### config.mk
export PLATFORM = sky130hd
export DESIGN_NAME = ctrl_rega_flat
export DESIGN_NICKNAME = d
export VERILOG_FILES = /design/src/rtl/ctrl_rega_pkg.sv /design/src/rtl/ctrl_rega_if.sv /design/src/rtl/ctrl_rega_bcd_digit_dn.sv /design/src/rtl/ctrl_rega.sv /design/src/flat_wrapper.sv
export SDC_FILE = /design/constraint.sdc
export NUM_CORES = 1
export LEC_CHECK = 0
export CORE_AREA = 2 2 39 41
export CTS_BUF_LIST = sky130_fd_sc_hd__clkbuf_8
export CTS_CLUSTER_DIAMETER = 50
export DETAILED_ROUTE_END_ITERATION = 7
export DIE_AREA = 0 0 41 43
export PLACE_DENSITY = 0.81
export SLEW_MARGIN = 20
export SYNTH_ARGS = -nofsm -noshare
export SYNTH_HDL_FRONTEND = slang
export SYNTH_SLANG_ARGS = --single-unit
### constraint.sdc
create_clock -name Clk -period 2.9 [get_ports Clk]
set_clock_uncertainty 0.2 [all_clocks]
set_input_delay 0.435 -clock Clk [delete_from_list [all_inputs] [get_ports Clk]]
set_output_delay 0.435 -clock Clk [all_outputs]
set_load 0.1 [all_outputs]
### src/rtl/ctrl_rega_pkg.sv
// Shared types and constants for the irrigation zone watering controller.
package ctrl_rega_pkg;

  localparam int unsigned DIGIT_W = 4;
  localparam int unsigned COUNT_W = 2 * DIGIT_W;

  localparam logic [COUNT_W-1:0] PRE_A_DEF = 8'h50;
  localparam logic [COUNT_W-1:0] PRE_B_DEF = 8'h30;
  localparam logic [DIGIT_W-1:0] DIGIT_MAX = 4'd9;

  typedef enum logic [2:0] {
    ST_IDLE  = 3'd0,
    ST_LOAD  = 3'd1,
    ST_RUN   = 3'd2,
    ST_PAUSE = 3'd3,
    ST_DONE  = 3'd4
  } state_t;

  typedef struct packed {
    logic [DIGIT_W-1:0] tens;
    logic [DIGIT_W-1:0] units;
  } bcd_count_t;

  // Preset chosen by the captured mode: 0 = drip, 1 = sprinkler.
  function automatic bcd_count_t preset_sel(input logic mode,
                                            input logic [COUNT_W-1:0] pre_a,
                                            input logic [COUNT_W-1:0] pre_b);
    return mode ? bcd_count_t'(pre_b) : bcd_count_t'(pre_a);
  endfunction

endpackage

### src/rtl/ctrl_rega_if.sv
// Operator/sensor inputs and valve/display outputs of one watering zone.
interface ctrl_rega_if;
  import ctrl_rega_pkg::*;

  logic               Start;
  logic               Mode;
  logic               Tick;
  logic               Hold;
  logic               Abort;
  logic               Valve;
  logic               Busy;
  logic               Paused;
  logic               Done;
  logic [DIGIT_W-1:0] Tens;
  logic [DIGIT_W-1:0] Units;

  modport master (
    output Start, Mode, Tick, Hold, Abort,
    input  Valve, Busy, Paused, Done, Tens, Units
  );

  modport slave (
    input  Start, Mode, Tick, Hold, Abort,
    output Valve, Busy, Paused, Done, Tens, Units
  );
endinterface

### src/rtl/ctrl_rega_bcd_digit_dn.sv
// One BCD decade of the remaining-time down-counter.
module bcd_digit_dn
  import ctrl_rega_pkg::*;
(
  input  logic               Clk,
  input  logic               Reset,
  input  logic               Load,
  input  logic [DIGIT_W-1:0] LoadVal,
  input  logic               En,
  input  logic               Clr,
  output logic [DIGIT_W-1:0] Q,
  output logic               Zero
);

  // Clear beats load beats decrement; 0 borrows to 9.
  always_ff @(posedge Clk) begin
    if (Reset) begin
      Q <= '0;
    end else if (Clr) begin
      Q <= '0;
    end else if (Load) begin
      Q <= LoadVal;
    end else if (En) begin
      Q <= Zero ? DIGIT_MAX : Q - DIGIT_W'(1);
    end
  end

  // Digit-at-zero flag feeds the next decade's borrow and terminal count.
  assign Zero = (Q == '0);

endmodule

### src/rtl/ctrl_rega.sv
// Watering timer sequencer: preset, minute countdown, pause/abort, valve drive.
module ctrl_rega
  import ctrl_rega_pkg::*;
#(
  parameter logic [COUNT_W-1:0] PRE_A = PRE_A_DEF,
  parameter logic [COUNT_W-1:0] PRE_B = PRE_B_DEF
) (
  input  logic          Clk,
  input  logic          Reset,
  ctrl_rega_if.slave    bus
);

  state_t             state_q, state_d;
  logic               mode_q, mode_d;
  logic               load_c, clr_c, dec_c;
  logic               units_zero, tens_zero, count_zero;
  logic [DIGIT_W-1:0] tens_q, units_q;
  bcd_count_t         preset;

  assign preset     = preset_sel(mode_q, PRE_A, PRE_B);
  assign count_zero = units_zero & tens_zero;

  // State and captured mode registers.
  always_ff @(posedge Clk) begin
    if (Reset) begin
      state_q <= ST_IDLE;
      mode_q  <= 1'b0;
    end else begin
      state_q <= state_d;
      mode_q  <= mode_d;
    end
  end

  // Next state and counter controls; Abort > terminal count > Hold > Tick.
  always_comb begin
    state_d = state_q;
    mode_d  = mode_q;
    load_c  = 1'b0;
    clr_c   = 1'b0;
    dec_c   = 1'b0;
    unique case (state_q)
      ST_IDLE: begin
        if (bus.Start) begin
          mode_d  = bus.Mode;
          state_d = ST_LOAD;
        end
      end
      ST_LOAD: begin
        if (bus.Abort) begin
          clr_c   = 1'b1;
          state_d = ST_IDLE;
        end else begin
          load_c  = 1'b1;
          state_d = (preset == '0) ? ST_DONE : ST_RUN;
        end
      end
      ST_RUN: begin
        if (bus.Abort) begin
          clr_c   = 1'b1;
          state_d = ST_IDLE;
        end else if (count_zero) begin
          state_d = ST_DONE;
        end else if (bus.Hold) begin
          state_d = ST_PAUSE;
        end else if (bus.Tick) begin
          dec_c = 1'b1;
        end
      end
      ST_PAUSE: begin
        if (bus.Abort) begin
          clr_c   = 1'b1;
          state_d = ST_IDLE;
        end else if (!bus.Hold) begin
          state_d = ST_RUN;
        end
      end
      ST_DONE: begin
        state_d = ST_IDLE;
      end
      default: begin
        state_d = ST_IDLE;
      end
    endcase
  end

  bcd_digit_dn u_units (
    .Clk     (Clk),
    .Reset   (Reset),
    .Load    (load_c),
    .LoadVal (preset.units),
    .En      (dec_c),
    .Clr     (clr_c),
    .Q       (units_q),
    .Zero    (units_zero)
  );

  bcd_digit_dn u_tens (
    .Clk     (Clk),
    .Reset   (Reset),
    .Load    (load_c),
    .LoadVal (preset.tens),
    .En      (dec_c & units_zero),
    .Clr     (clr_c),
    .Q       (tens_q),
    .Zero    (tens_zero)
  );

  // Outputs decoded from the state register and counter registers only.
  assign bus.Valve  = (state_q == ST_RUN);
  assign bus.Busy   = (state_q != ST_IDLE);
  assign bus.Paused = (state_q == ST_PAUSE);
  assign bus.Done   = (state_q == ST_DONE);
  assign bus.Tens   = tens_q;
  assign bus.Units  = units_q;

endmodule

### src/flat_wrapper.sv
// flat-port wrapper written by rule: the top's interface ports become plain ports
module ctrl_rega_flat import ctrl_rega_pkg::*;
#(
  parameter logic [COUNT_W-1:0] PRE_A = PRE_A_DEF,
  parameter logic [COUNT_W-1:0] PRE_B = PRE_B_DEF
)
  (Clk, Reset, bus_Start, bus_Mode, bus_Tick, bus_Hold, bus_Abort, bus_Valve, bus_Busy, bus_Paused, bus_Done, bus_Tens, bus_Units);
  ctrl_rega_if bus_i ();
  input  logic Clk;
  input  logic Reset;
  input wire logic [$bits(bus_i.Start)-1:0] bus_Start;
  input wire logic [$bits(bus_i.Mode)-1:0] bus_Mode;
  input wire logic [$bits(bus_i.Tick)-1:0] bus_Tick;
  input wire logic [$bits(bus_i.Hold)-1:0] bus_Hold;
  input wire logic [$bits(bus_i.Abort)-1:0] bus_Abort;
  output wire logic [$bits(bus_i.Valve)-1:0] bus_Valve;
  output wire logic [$bits(bus_i.Busy)-1:0] bus_Busy;
  output wire logic [$bits(bus_i.Paused)-1:0] bus_Paused;
  output wire logic [$bits(bus_i.Done)-1:0] bus_Done;
  output wire logic [$bits(bus_i.Tens)-1:0] bus_Tens;
  output wire logic [$bits(bus_i.Units)-1:0] bus_Units;
  assign bus_i.Start = bus_Start;
  assign bus_i.Mode = bus_Mode;
  assign bus_i.Tick = bus_Tick;
  assign bus_i.Hold = bus_Hold;
  assign bus_i.Abort = bus_Abort;
  assign bus_Valve = bus_i.Valve;
  assign bus_Busy = bus_i.Busy;
  assign bus_Paused = bus_i.Paused;
  assign bus_Done = bus_i.Done;
  assign bus_Tens = bus_i.Tens;
  assign bus_Units = bus_i.Units;
  ctrl_rega #(.PRE_A(PRE_A), .PRE_B(PRE_B)) u_core (.Clk(Clk), .Reset(Reset), .bus(bus_i));
endmodule
=== Word-level counts from Yosys, hierarchy flattened ===
Index checks and enable logic that the tools add are counted.

* Bits in registers: 12
* Output and inout port bits: 12

* Mux-type cells: 25
* Eq/ne operators: 7
* Add/sub/neg operators: 2
* Bitwise operators: 2
* Reductions and logical operators: 11

{| class="wikitable"
|+ Operators with widths
! kind !! count
|-
| two-way mux 3 bit || 8
|-
| two-way mux 4 bit || 6
|-
| case mux 3 bit (4 select lines) || 1
|-
| two-way mux 1 bit || 9
|-
| logical NOT 4 bit || 2
|-
| logical NOT 8 bit || 1
|-
| subtractor 4 x 1 -> 4 bit, second input constant || 2
|-
| two-way mux 7 bit || 1
|-
| equality test 3 x 2 -> 1 bit, second input constant || 2
|-
| inequality test 4 x 3 -> 1 bit, second input constant || 1
|-
| nonzero test 2 bit || 2
|-
| equality test 3 x 1 -> 1 bit, second input constant || 1
|-
| equality test 3 bit, second input constant || 1
|-
| logical NOT 3 bit || 1
|-
| inequality test 3 bit, second input constant || 1
|-
| AND reduction 3 bit || 1
|-
| nonzero test 3 bit || 1
|-
| OR reduction 3 bit || 1
|-
| bitwise AND 1 bit || 2
|-
| inequality test 2 bit, second input constant || 1
|-
| AND reduction 2 bit || 1
|-
| OR reduction 2 bit || 1
|}

=== Longest topological paths before layout ===
Gate-level depths: netlist of run 1.

* Depth in word-level cells: 8
* Depth in mapped cells: 6
* Gate-level depth less buffers: 6

=== Hierarchy ===
Synthesis of run 1 repeated with hierarchy kept, for this count alone.

* Cells, all modules: 81
* Area total of the unflattened synthesis: 716.9 um^2

{| class="wikitable"
|+ By module, submodules not included
! module !! area each (um^2) !! times used !! cells each
|-
| bcd_digit_dn || 224.0 || 2 || 25
|-
| ctrl_rega || 269.0 || 1 || 31
|}

=== Least setup slack after synthesis of run 1 ===
Ideal clock, no wire load.

* Kind: register -> output
* Start: register u_core.state_q[1]
* End: output port bus_Valve
* Path buffers: 0
* Stages on the path, launching flop included: 2
* Setup slack: -0.363 ns
* Data required time: 2.265 ns
* Data arrival time: 2.628 ns
* Path through: dfxtp_1 > nor3b_1

* Cells in the longest elaborated chain, start to end: 1

{| class="wikitable"
|+ Ends and longest elaborated chain
! item !! line !! RTL
|-
| from (decl) || ctrl_rega.sv:13 || <nowiki>state_t state_q, state_d;</nowiki>
|-
| from (signal assigned) || ctrl_rega.sv:29 || <nowiki>state_q <= state_d;</nowiki>
|-
| equality test 3 x 2 -> 1 bit || ctrl_rega.sv:109 || <nowiki>assign bus.Valve = (state_q == ST_RUN);</nowiki>
|-
| to (decl) || flat_wrapper.sv:16 || <nowiki>output wire logic [$bits(bus_i.Valve)-1:0] bus_Valve;</nowiki>
|}

No other way between the ends.

=== Final worst setup path of run 1 ===
* Start: input port bus_Abort
* End: register u_core.u_tens.Q[1]

* Cells in the longest elaborated chain, start to end: 4

{| class="wikitable"
|+ Ends and longest elaborated chain
! item !! line !! RTL
|-
| from (decl) || flat_wrapper.sv:15 || <nowiki>input wire logic [$bits(bus_i.Abort)-1:0] bus_Abort;</nowiki>
|-
| two-way mux 1 bit || ctrl_rega.sv:58 || <nowiki>if (bus.Abort) begin</nowiki>
|-
| two-way mux 1 bit || ctrl_rega.sv:41 || <nowiki>unique case (state_q)</nowiki>
|-
| bitwise AND 1 bit || ctrl_rega.sv:102 || <nowiki>.En (dec_c & units_zero),</nowiki>
|-
| nonzero test 2 bit (no source line) || -- ||
|-
| to (signal assigned) || ctrl_rega_bcd_digit_dn.sv:22 || <nowiki>Q <= LoadVal;</nowiki>
|-
| to (signal assigned) || ctrl_rega_bcd_digit_dn.sv:24 || <nowiki>Q <= Zero ? DIGIT_MAX : Q - DIGIT_W'(1);</nowiki>
|-
| to (decl) || ctrl_rega_bcd_digit_dn.sv:11 || <nowiki>output logic [DIGIT_W-1:0] Q,</nowiki>
|}

Parallel ways exist; a longest one is shown, timed or not.
A chain may end at the register's enable or synchronous reset.

==> impl_metrics.ini, run 1 <==
[timing]
rsz0062_at_grt = false
setup_slack_ns = 0.8024
hold_viol = 0
max_freq_mhz = 476.7
min_period_over_period_pct = 72.33
final-setup-viol-count = 0
drv_slew = 0
tightest_slew_ns = 0.4076
tns_ns = 0
slew_headroom_pct = 72.70
fin_crit_ns = 2.098

[floorplan]
io_pins = 19
initial_utilization_pct = 47.20
design.core.area_um2 = 1384
dieArea_um2 = 1763
die_h_um = 43
fp-row-count = 14
die-width_um = 41

[run_status]
status = finished, final reports clean

[detailed_routing]
drt-pass1-iter-count = 4
first_iter_violations = 22
postRouteAntennaNets = 0
viasPerCell = 5.748
drc = 0
detail_route.wl_per_cell_um = 13.31
vias = 661
wl_um = 1531

[logic_synthesis]
yosys-top-cells-area = dfxtp_1 (37%), a31oi_1 (5.7%), a21oi_1 (3.8%), ha_1 (3.8%), nor4b_4 (3.6%)
ys_warn_count = 0
synth_top_cell_area_share_pct = 36.78
synth_seq_cells = 12
avgSynthCellArea_um2 = 8.373
yosys.area.top_type = dfxtp_1
ys_seq_area_share_pct = 36.78
netlist_area_um2 = 653.1
netlist_instances = 78
ys_types = 30
syn_nets = 87

[placed_design]
io_buffers = 18
hpwl_um = 1027
post-place-ws_ns = 0.5800
gp_congestion = 0.7143
place_inst = 111

[clock_network]
cts_tree = built
holdBufCountCts = 0
worstSkewPairLatency_ns = 0.25
clockBufferDepth = 2
clkSinkCount = 12
h-tree-depth = 1
postCtsSetupRepairBufs = 0
clk_pin_slew_ns = 0.06
root_buffer = clkbuf_8
cts_inserted_buffers = 3
post_cts_resized = 0

[final_layout]
final-seq-area_um2 = 240.2
multi_input_area_um2 = 387.9
layout_common_cells = buf_4 (12), dfxtp_1 (12)
fin_util_pct = 63.29
finalNetCount = 109
syn_to_final_growth_pct = 34.10
nFillCells = 122
layoutNonFillerInstCount = 115
drive_above_1_share_pct = 25.25
diodes = 0

[global_routing]
gr-total-overflow = 0
grt_start_max_net_pins = 9
antenna_found_initial = 0
grt_pass1_wl_um = 2559
grt_pass1_vias = 624
track_usage_pct = 21.25

[power]
combPwrFrac_pct = 19.9
clockPowerShare_pct = 40.9
p_seq_share_pct = 39.2
power_density_nw_per_um2 = 524.2
p_int_uw = 317.5
p_sw_uw = 141.6
leakage_nw = 0.3473
switching_share_pct = 30.85
power.total_uw = 459.1
max-vdd-ir-drop_mv = 0.4274

[worst_setup_path]
critical_path.max_fanout = 6
worst_setup_path_end_kind = flip-flop
cp-start-kind = primary input
critPathKind = in2reg
crit_chain = clkdlybuf4s50_1, nor4b_4, nand3_2, or4_1, a31oi_1
required_ns = 2.87
critPathBufInv = 1
cp.arrival_ns = 2.07
cpLargestDelayFamily = simple AND/OR/NAND/NOR gates
cpPeakStageDelay_ns = 0.54
cp_slowest_cell = clkdlybuf4s50_1

[min_path]
hp-class = reg2reg

[flow_run]
drv_cap = 0
[stage by stage]
step | hold slack [ns] | cell area [µm²]
2_1_floorplan | 0.2808 | 658.1
3_3_place_gp | 0.2934 | 820.8
3_5_place_dp | 0.3063 | 820.8
4_1_cts | 0.3115 | 875.8
5_1_grt | 0.3621 | 875.8
6_report | 0.3246 | 875.8
[cell families after synthesis]
family	synth area share (%)
DFF	36.78
buffers and inverters	4.598
AOI/OAI and AO/OA	20.31
muxes	1.533
and+or+nand+nor	32.95
adders and majority gates	3.831
[registers in the layout (all words and copies together), names as in the netlist]
register          count
u_core.mode_q         1
u_core.state_q        3
u_core.u_tens.Q       4
u_core.u_units.Q      4
[power groups by stage]
stage / clock network [mW] / registers (mW) / logic (mW)
detailed placement: 0 / 0.183 / 0.0903
CTS: 0.190 / 0.180 / 0.0915
global route: 0.197 / 0.181 / 0.0971
floorplan: 0 / 0.201 / 0.0458
finish: 0.188 / 0.180 / 0.0916
global placement: 0 / 0.183 / 0.0902
[worst register-to-register path, cell delays in order (launching register included)]
cell	delay (ns)
dfxtp_1	0.34
inv_1	0.09
ha_1	0.17
nor3b_2	0.37
nand3_2	0.17
or4_1	0.41
a31oi_1	0.18
[area by class of cell]
| class | instances | area share (%) |
|---|---|---|
| inverters | 6 | 2.571 |
| flip-flops and latches | 12 | 27.43 |
| repair buffers | 18 | 17.14 |
| multi-input cells | 59 | 44.29 |
| well taps | 16 | 2.286 |
| clock buffers | 4 | 6.286 |
[routing by layer]
| layer | share of wire, % | global-route usage, % | wire [µm] | up-vias |
|---|---|---|---|---|
| met1 | 47 | 27.92 | 719 | 297 |
| met4 | 0.52 | 8.000 | 8 | 0 |
| met3 | 7.7 | 8.377 | 118 | 2 |
| met2 | 45 | 30.31 | 684 | 31 |
| li1 | - | - | - | 331 |
| met5 | 0 | 0 | 0 | - |
[worst paths after layout]
kind	startpoint	to	slack, ns	cells past startpoint
max	bus_Abort	u_core.u_tens.Q[1]$_SDFFE_PP0P_	0.80	5
min	u_core.u_tens.Q[3]$_SDFFE_PP0P_	u_core.u_tens.Q[3]$_SDFFE_PP0P_	0.32	2
max reg2reg	u_core.u_units.Q[0]$_SDFFE_PP0P_	u_core.u_tens.Q[1]$_SDFFE_PP0P_	0.90	6
min reg2reg	u_core.u_tens.Q[3]$_SDFFE_PP0P_	u_core.u_tens.Q[3]$_SDFFE_PP0P_	0.32	2
[synth_stat cells]
library cell  instances
a21o_1                1
a21oi_1               5
a311oi_1              2
a31o_2                1
a31oi_1               6
and2_2                1
and3_2                1
buf_4                 1
dfxtp_1              12
ha_1                  2
inv_1                 6
mux2i_1               1
nand2_1               6
nand3_1               3
nand3_2               1
nand3b_1              1
nand4_1               1
nor2_1                6
nor2b_1               1
nor3_1                4
nor3b_1               2
nor3b_2               1
nor4_1                1
nor4b_4               1
o2111ai_1             1
o21ai_0               4
o31ai_1               1
or2_2                 2
or3_1                 2
or4_1                 1
Note: power is estimated with default switching activity, not from simulation.
==> run 2: changes to the inputs <==
Settings changed: CORE_AREA 2 2 39 41 to unset, CORE_MARGIN set to 2, CORE_UTILIZATION set to 43, DIE_AREA 0 0 41 43 to unset, PLACE_DENSITY 0.81 to 0.75.
Clock period 2.9 ns to 1.8 ns, I/O delays scaled along.
==> impl_metrics.ini, run 2 (synthesis gave the netlist of run 1 again) <==
[power]
max-vdd-ir-drop_mv = 0.5921
power_density_nw_per_um2 = 637.8
leakage_nw = 0.4860

[clock_network]
cts_tree = built
clockBufferDepth = 2
cts_inserted_buffers = 3
clkSinkCount = 12
root_buffer = clkbuf_8
worstSkewPairLatency_ns = 0.25
clk_pin_slew_ns = 0.06
h-tree-depth = 1

[detailed_routing]
first_iter_violations = 34
drc = 0
drt-pass1-iter-count = 4
detail_route.wl_per_cell_um = 15.17
vias = 763
postRouteAntennaNets = 0
viasPerCell = 5.694
wl_um = 2033

[final_layout]
drive_above_1_share_pct = 54.24
fin_util_pct = 84.61
final-seq-area_um2 = 261.5
nFillCells = 75
fin_area_um2 = 1245
reg_top3 = u_core.u_tens.Q (4), u_core.u_units.Q (4), u_core.state_q (3)
finalNetCount = 128
multi_input_area_um2 = 435.4
diodes = 0
layout_common_cells = buf_4 (19), buf_12 (12), dfxtp_2 (8)
final_common_cell = buf_4
syn_to_final_growth_pct = 90.61

[worst_setup_path]
critical_path.max_fanout = 4
required_ns = 1.77
r2r_cells = 6
crit_chain = inv_4, ha_4, nor3b_4, nand3_2, or4_1, a31oi_1
cpLargestDelayFamily = simple AND/OR/NAND/NOR gates
critPathKind = reg2reg
cp.depth = 6
cp_slowest_cell = or4_1
worst_setup_path_end_kind = flip-flop
ff2ff_setup_slack_ns = -0.005
cp.arrival_ns = 1.77
cpPeakStageDelay_ns = 0.48
critPathBufInv = 1
cp-start-kind = flip-flop

[floorplan]
fp-row-count = 14
dieArea_um2 = 1847
initial_utilization_pct = 44.39
design.core.area_um2 = 1471
die_h_um = 42.98
io_pins = 19
die-width_um = 42.98

[min_path]
hp-class = reg2reg
min_path_cells = 2

[global_routing]
grt_start_max_net_pins = 9
grtUsageMet3_pct = 4.255
grt_pass1_vias = 716
antenna_found_initial = 0
gr-total-overflow = 0
grt_pass1_wl_um = 3174
grt_util_met1_pct = 31.68
top_usage_layer = met2
use_met2_pct = 34.55
track_usage_pct = 22.50

[timing]
drv_slew = 0
min_period_over_period_pct = 100.3
slew_headroom_pct = 65.37
final-setup-viol-count = 1
fin_crit_ns = 1.805
hold_ws_ns = 0.3103
max_freq_mhz = 553.9
rsz0062_at_grt = true
tns_ns = -0.005486
hold_viol = 0
setup_slack_ns = -0.005486
tightest_slew_ns = 0.5148

[run_status]
status = complete, but fails checks
failed_checks = negative setup slack

[flow_run]
drv_cap = 0

[placed_design]
io_buffers = 18
detailed_place.area_um2 = 1106
gp_congestion = 0.7982
hpwl_um = 1350
==> run 2: metrics by stage <==
step	worst slack, ns	instances	total power, mW
after global placement	-0.1793	124	0.4870
final	-0.005486	134	0.7940
after CTS	-0.02958	128	0.7878
after detailed placement	-0.2843	124	0.4906
after global routing	-0.08396	134	0.8167
after floorplan	-0.09356	78	0.4002
==> run 2: power breakdown <==
part           internal [mW]  switching [mW]
registers              0.274          0.0173
logic                 0.0838           0.120
clock network          0.194           0.106
==> run 2: final timing paths <==
check	startpoint	endpoint
setup reg to reg	u_core.u_units.Q[1]$_SDFFE_PP0P_	u_core.u_tens.Q[1]$_SDFFE_PP0P_
hold reg to reg	u_core.u_tens.Q[3]$_SDFFE_PP0P_	u_core.u_tens.Q[3]$_SDFFE_PP0P_
hold / removal	u_core.u_tens.Q[3]$_SDFFE_PP0P_	u_core.u_tens.Q[3]$_SDFFE_PP0P_
setup / recovery	u_core.u_units.Q[1]$_SDFFE_PP0P_	u_core.u_tens.Q[1]$_SDFFE_PP0P_
==> run 2: per-layer routing <==
metal / share of wire, % / vias up / wire [µm]
met5: 0 / - / 0
met4: 0.98 / 0 / 20
met3: 5.3 / 2 / 107
met2: 48 / 32 / 985
met1: 45 / 356 / 919
li1: - / 373 / -
==> run 2: layout make-up <==
class / count / share of cell area (%)
Sequential cell: 12 / 21.01
Inverter: 6 / 2.513
Tap cell: 16 / 1.608
Timing Repair Buffer: 37 / 35.48
Multi-Input combinational cell: 59 / 34.98
Clock buffer: 4 / 4.422
==> run 2: repair_timing <==
item,in CTS,in global routing
hold buffers,0,0
pin swaps,3,3
gates resized for setup,4,10
buffers inserted,0,6
cloned,0,0
setup endpoints to repair,6,7
==> run 2: tightest hold or removal path: cells and delay by family, from the launching register on <==
family	cells	cell delay, ns
AOI/OAI and AO/OA	1	0.04
DFF	1	0.35
and+or+nand+nor	1	0.08
